===== src/rtl/sram_arbiter.sv =====
// sram_arbiter
//   Shares one single-port synchronous SRAM between an instruction-fetch port
//   (I, read-only) and a load/store port (D, read/write). At most one port is
//   granted per cycle; grants are combinational. Read data returns through
//   per-port holding registers two cycles after the grant. D may lock the SRAM
//   for read-modify-write sequences, starving I until the lock is dropped.
//
//   Optional feature macro: ARB_ROUND_ROBIN_EN
//     defined   : conflicts in ARB go to the port that did not win last.
//     undefined : D always wins conflicts (fixed priority).
//
//   Ports
//     CLK, RESET_N            clock, async active-low reset
//     I_REQ/I_ADDR            fetch request and address
//     I_GNT/I_VALID/I_RDATA   fetch grant, return pulse, held read data
//     D_REQ/D_WE/D_LOCK       data request, write enable, lock request
//     D_ADDR/D_WDATA          data address, write data
//     D_GNT/D_VALID/D_RDATA   data grant, read return pulse, held read data
//     S_ADDR/S_WEN/S_DI/S_DO  SRAM address, write enable, data in, data out
//
//   state   | meaning
//   --------+-----------------------------------------------
//   ST_ARB  | normal arbitration between I and D
//   ST_LOCKED | D owns the SRAM; I_GNT forced low
module sram_arbiter #(
   parameter int AWIDTH = 10,
   parameter int WIDTH  = 32
) (
   input  logic              CLK,
   input  logic              RESET_N,
   input  logic              I_REQ,
   input  logic [AWIDTH-1:0] I_ADDR,
   output logic              I_GNT,
   output logic              I_VALID,
   output logic [WIDTH-1:0]  I_RDATA,
   input  logic              D_REQ,
   input  logic              D_WE,
   input  logic              D_LOCK,
   input  logic [AWIDTH-1:0] D_ADDR,
   input  logic [WIDTH-1:0]  D_WDATA,
   output logic              D_GNT,
   output logic              D_VALID,
   output logic [WIDTH-1:0]  D_RDATA,
   output logic [AWIDTH-1:0] S_ADDR,
   output logic              S_WEN,
   output logic [WIDTH-1:0]  S_DI,
   input  logic [WIDTH-1:0]  S_DO
);

   typedef enum logic {
      ST_ARB    = 1'b0,
      ST_LOCKED = 1'b1
   } state_t;

   state_t             state_q;
   logic               pend_i_q;
   logic               pend_d_q;
   logic               i_valid_q;
   logic               d_valid_q;
   logic [WIDTH-1:0]   i_rdata_q;
   logic [WIDTH-1:0]   d_rdata_q;
   logic               i_gnt;
   logic               d_gnt;
   logic               d_wins_conflict;

`ifdef ARB_ROUND_ROBIN_EN
   // LAST register: 1 = D won the most recent grant.
   logic               last_d_q;
   assign d_wins_conflict = ~last_d_q;
`else
   assign d_wins_conflict = 1'b1;
`endif

   // Grants are gated by RESET_N so nothing reaches the SRAM during reset.
   always_comb begin
      i_gnt = 1'b0;
      d_gnt = 1'b0;
      if (RESET_N) begin
         if (state_q == ST_LOCKED) begin
            d_gnt = D_REQ;
         end else if (I_REQ && D_REQ) begin
            d_gnt = d_wins_conflict;
            i_gnt = ~d_wins_conflict;
         end else begin
            d_gnt = D_REQ;
            i_gnt = I_REQ;
         end
      end
   end

   always_ff @(posedge CLK or negedge RESET_N) begin
      if (!RESET_N) begin
         state_q   <= ST_ARB;
         pend_i_q  <= 1'b0;
         pend_d_q  <= 1'b0;
         i_valid_q <= 1'b0;
         d_valid_q <= 1'b0;
         i_rdata_q <= '0;
         d_rdata_q <= '0;
`ifdef ARB_ROUND_ROBIN_EN
         last_d_q  <= 1'b1;
`endif
      end else begin
         // Every D grant decides lock ownership: LOCK=1 enters/keeps the
         // locked state, LOCK=0 makes this the final access of the sequence.
         if (d_gnt) begin
            state_q <= D_LOCK ? ST_LOCKED : ST_ARB;
         end
`ifdef ARB_ROUND_ROBIN_EN
         if (i_gnt) begin
            last_d_q <= 1'b0;
         end else if (d_gnt) begin
            last_d_q <= 1'b1;
         end
`endif
         // Stage 1: remember which port owns the SRAM output next cycle.
         pend_i_q  <= i_gnt;
         pend_d_q  <= d_gnt & ~D_WE;
         // Stage 2: capture S_DO only for owned reads; dummy reads are ignored.
         i_valid_q <= pend_i_q;
         d_valid_q <= pend_d_q;
         if (pend_i_q) begin
            i_rdata_q <= S_DO;
         end
         if (pend_d_q) begin
            d_rdata_q <= S_DO;
         end
      end
   end

   assign I_GNT   = i_gnt;
   assign D_GNT   = d_gnt;
   assign I_VALID = i_valid_q;
   assign D_VALID = d_valid_q;
   assign I_RDATA = i_rdata_q;
   assign D_RDATA = d_rdata_q;

   // With no grant the I address drives a harmless dummy read.
   assign S_ADDR  = d_gnt ? D_ADDR : I_ADDR;
   assign S_WEN   = d_gnt & D_WE;
   assign S_DI    = D_WDATA;

endmodule


===== config.mk =====
export PLATFORM = sky130hd
export DESIGN_NAME = sram_arbiter
export DESIGN_NICKNAME = d
export VERILOG_FILES = /design/src/rtl/sram_arbiter.sv
export SDC_FILE = /design/constraint.sdc
export NUM_CORES = 1
export LEC_CHECK = 0
export BUFFER_PORTS_ARGS = -buffer_cell sky130_fd_sc_hd__buf_2
export CAP_MARGIN = 15
export CELL_PAD_IN_SITES_DETAIL_PLACEMENT = 2
export CELL_PAD_IN_SITES_GLOBAL_PLACEMENT = 2
export CORE_AREA = 2 2 113 115
export DETAILED_ROUTE_END_ITERATION = 16
export DIE_AREA = 0 0 115 117
export GPL_ROUTABILITY_DRIVEN = 1
export GPL_TIMING_DRIVEN = 0
export PLACE_DENSITY_LB_ADDON = 0.08
export RECOVER_POWER = 25
export SETUP_SLACK_MARGIN = 0.05
export SYNTH_ARGS = -nofsm -noshare
export SYNTH_HDL_FRONTEND = slang
export SYNTH_SLANG_ARGS = --single-unit

===== constraint.sdc =====
create_clock -name CLK -period 1.27 [get_ports CLK]
set_input_delay 0.0635 -clock CLK [delete_from_list [all_inputs] [get_ports CLK]]
set_output_delay 0.0635 -clock CLK [all_outputs]
set_load 0.02 [all_outputs]

Word-level counts from Yosys, hierarchy flattened
Index checks and enable logic that the tools add are counted.
Word-level totals
  bits in writable memories: 0
  memories kept: 0
  input bits: 90
  bits in read-only memories: 0
  register bits after elaboration: 69
  bits in latches: 0
Cells by class
  bitwise gates (word level): 3
  magnitude comparators: 0
  multiply operators: 0
  shift-type cells: 0
  add/subtract/negate cells: 0
  equality and inequality tests: 0
  div/mod/pow operators: 0
  mux-type cells: 8
  reduce and logical (&&, ||, !) cells: 1
Operators by type and width (count)
  $mux 10: 1
  $mux 1: 7
  $and 1x1->1: 2
  $logic_and 1x1->1: 1
  $not 1->1: 1

Depth between registers and ports, before layout
  depth after elaboration: 5
  depth in mapped cells: 3
  mapped depth without buffers: 2

Worst setup path before layout
No wires, ideal clock.
  path type: reg2reg
  from: register state_q
  to: register pend_i_q
  clock period less this slack: 1071 ps
  stages on the path, launching flop included: 2
  arrival time: 886 ps
  data required time: 1085 ps
  setup time: 185 ps
  path slack: 199 ps
  cell sequence: dfrtp_1 nor3_1
Between the ends
  word-level cells in the longest chain between the ends: 2
RTL lines
  from (decl): RTL line 55  | state_t state_q;
  from (signal assigned): RTL line 107  | state_q <= D_LOCK ? ST_LOCKED : ST_ARB;
  $mux 1: RTL line 79  | if (state_q == ST_LOCKED) begin
  $mux 1: RTL line 78  | if (RESET_N) begin
  named net I_GNT: RTL line 33  | output logic I_GNT,
  to (signal assigned): RTL line 117  | pend_i_q <= i_gnt;
  to (decl): RTL line 56  | logic pend_i_q;
The timed path passes the listed nets, and every way through them passes these cells.
A chain may end at the register's enable or synchronous reset.

Worst setup path in the final report
  from: input port D_WE
  to: output port S_WEN
Between the ends
  word-level cells in the longest chain between the ends: 1
RTL lines
  from (decl): RTL line 37  | input logic D_WE,
  $and 1x1->1: RTL line 140  | assign S_WEN = d_gnt & D_WE;
  to (decl): RTL line 45  | output logic S_WEN,
Every way passes these cells.

==> impl_summary.log <==
INFO  metric syn_area = 2999 µm²
INFO  metric clock.fmax = 0.8771 GHz
INFO  metric cts.sink_count = 69
INFO  metric synth_top_area_share = around 58%
INFO  metric final-hold-violation-count = 1
INFO  metric gr-usage-all-layers = roughly 14%
INFO  metric flow.area_growth_from_synthesis = 60.53%
INFO  metric rsz_0062_raised_after_global_routing = false
INFO  metric yosys.area.top_type = dfrtp_1
INFO  metric clk_path_buf_depth = 2
INFO  metric hold_path_class = input pin to flip-flop
INFO  metric multi_input_comb_area = 945.9 µm²
INFO  metric post-place-ws = -0.2978 ns
INFO  metric gate_count_after_technology_mapping = 191
INFO  metric clkLatencyLatePin = 0.33 ns
INFO  metric yosys_register_bits = 69
INFO  metric run_status = finished, violations left
INFO  metric cts_tree = done
INFO  metric fin_crit = 1.140 ns
INFO  metric dp.cells = 510
INFO  metric antenna_viol_nets_final = 0
INFO  metric n_fill_cell = ~1,300
INFO  metric crit_arrival = 1.08 ns
INFO  metric final_nets = 502
INFO  metric worst-slew-pin-transition = between 0.5 and 0.6 ns
INFO  metric final_cells = approximately 570
INFO  metric floorplan.initialDensity = 24.36%
INFO  metric seq_area_frac_synth = 57.57%
INFO  metric cts-buffers-inserted = 9
INFO  metric cts_htree_levels = 3
INFO  metric avgSynthCellArea = approximately 16 µm²
INFO  metric synth.yosys.warnings = 0
INFO  metric ioPinCount = 201
INFO  metric drt_iter0_markers = 51
INFO  metric first_global_vias = 2,657
INFO  metric timing.critical_path.required = 1.21 ns
INFO  metric fin_ws = 0.1298 ns
INFO  metric worst_setup_path_end_kind = primary output
INFO  metric grt_first_pass_wirelength = 14.30 mm
INFO  metric timing.critical_path.cells = dlygate4sd3_1, clkbuf_1, and3_2, buf_2
INFO  metric critical-path-max-stage-delay = 0.54 ns
INFO  metric clock_root_buffer = clkbuf_16
INFO  metric ys_types = 11
INFO  metric drt-total-wl = 9.342 mm
INFO  metric design.die.area = 13,460 µm²
INFO  metric timing.critical_path.from = D_WE
INFO  metric failed_checks = negative hold slack
INFO  metric die_y = 117 µm
INFO  metric timing.slew.headroom = 63.00%
INFO  metric min_period_over_period = 89.78%
INFO  metric fin_skew = around 0.0064 ns
INFO  metric port-buffer-count = about 170
INFO  metric max_cap_viol_count = 0
INFO  metric drc = 0
INFO  metric detailroute.via_count = 2,358
INFO  metric sequential_cell_area = 1727 µm²
INFO  metric synth_area_leaders = dfrtp_1 (58%), mux2_2 (23%), buf_4 (8.0%)
INFO  metric power_leakage = 2.370 nW
INFO  metric finalMaxSlewViolations = 0
INFO  metric timing.critical_path.slowest_stage_cell = dlygate4sd3_1
INFO  metric setup-violations-final = 0
INFO  metric hpwl_after_detailed_placement = 6.833 mm
INFO  metric clk_transition_reported_paths = 0.05 ns
INFO  metric number_of_iterations_in_the_first_detailed_routing_pass = 2
INFO  metric fin_hold_ws = -0.003523 ns
INFO  metric syn-num-nets = 281
INFO  metric layout-drive-gt1-share = roughly two thirds
INFO  metric vdd.ir_drop.worst = ~0.00057 V
INFO  metric finalWeightedCongestion = 0.6964
INFO  metric global_route_total_overflow = 0
INFO  metric timing.hold.worst.start = D_REQ
INFO  metric crit_path_max_fanout = 2
INFO  metric fp.dieW = between 100 and 150 µm
INFO  metric final_util = 39.11%
INFO  metric core = 12,310 µm²
INFO  metric num_rows = 41
INFO  metric start_kind = input pin
INFO  metric timing.setup.critical_path_class = input pin to primary output
INFO  metric antenna_found_initial = 0
INFO  metric wire_per_inst = around 16 µm
INFO  metric cellPowerDensity = 1614 nW/µm²
INFO  metric totalPowerFinal = approximately 7.8 mW
INFO  metric vias_per_cell = 4.151
INFO  metric crit-reg2reg-launch = pend_d_q
INFO  metric grt_start_max_net_pins = 28
INFO  metric layout.cells.most_common = buf_2
INFO  metric final_cell_mix = buf_2 (130), dfrtp_1 (69), mux2_2 (60)
-- flip-flops by register name, indices dropped and copies added, names as in the netlist --
register and flops:
D_RDATA 32, I_RDATA 32, D_VALID 1, I_VALID 1, pend_d_q 1, pend_i_q 1, state_q 1
-- layer usage --
metal	GRT usage (%)	up-vias	share of wire, %
li1	-	1066	-
met1	16.17	1150	38
met2	24.43	131	51
met3	4.325	11	8.7
met4	6.988	0	2.0
met5	0	-	0
-- path summary, 6_finish.rpt --
path	cells after the start	slack (ns)	to
worst max register to register	3	0.14	D_RDATA[12]
worst min-delay path	2	-0.004	pend_i_q
worst max-delay path	4	0.13	S_WEN
worst min register to register	0	0.40	I_VALID
min in group asynchronous	3	0.37	D_RDATA[5]
max in group asynchronous	4	0.21	state_q
-- timing repair --
action	CTS	global route
gates resized for setup	14	1
endpoints found under the setup margin	12	18
cloned	3	0
endpoints found under the hold margin	136	58
hold buffers	37	2
setup buffers	1	0
-- cell families after synthesis --
logic type | Yosys count | share of synthesized area (%)
buf+inv | 42 | 11.51
simple gates | 5 | 0.8759
flops | 69 | 57.57
mux | 75 | 30.04
-- final cells by class --
type	count	area share, %
inverters	1	0.07796
multi-input cells	80	19.65
clock inverters	4	0.4678
plain buffers	41	7.173
clock buffers	12	5.327
diodes	1	0.05198
flip-flops and latches	69	35.86
repair buffers	210	27.49
well taps	150	3.898
-- critical path, delay by kind of cell --
kind                   cells  cell delay (ns)
AND/OR/NAND/NOR            1             0.21
buffers and inverters      3             0.81
-- power by group --
part | internal [mW] | total [mW] | switching (mW)
sequential | 2.71 | 2.96 | 0.247
combinational | 1.11 | 2.45 | 1.34
clock | 1.42 | 2.36 | 0.938
-- cells in the mapped netlist --
library cell / n
nand2_2: 1
mux2_2: 60
buf_6: 9
inv_1: 1
dfrtp_1: 69
nor2_1: 1
nand2_1: 1
nor3_1: 1
buf_4: 32
mux2_4: 15
and3_2: 1
-- metrics by stage --
| stage | cell area, µm² | setup TNS (ns) |
|---|---|---|
| after global routing | 4812 | 0 |
| after global placement | 4028 | -44.45 |
| after CTS | 4873 | 0 |
| after detailed placement | 4058 | -2.455 |
| final | 4815 | 0 |
| after floorplan | 2999 | 0 |
(Power assumes the default switching activity.)
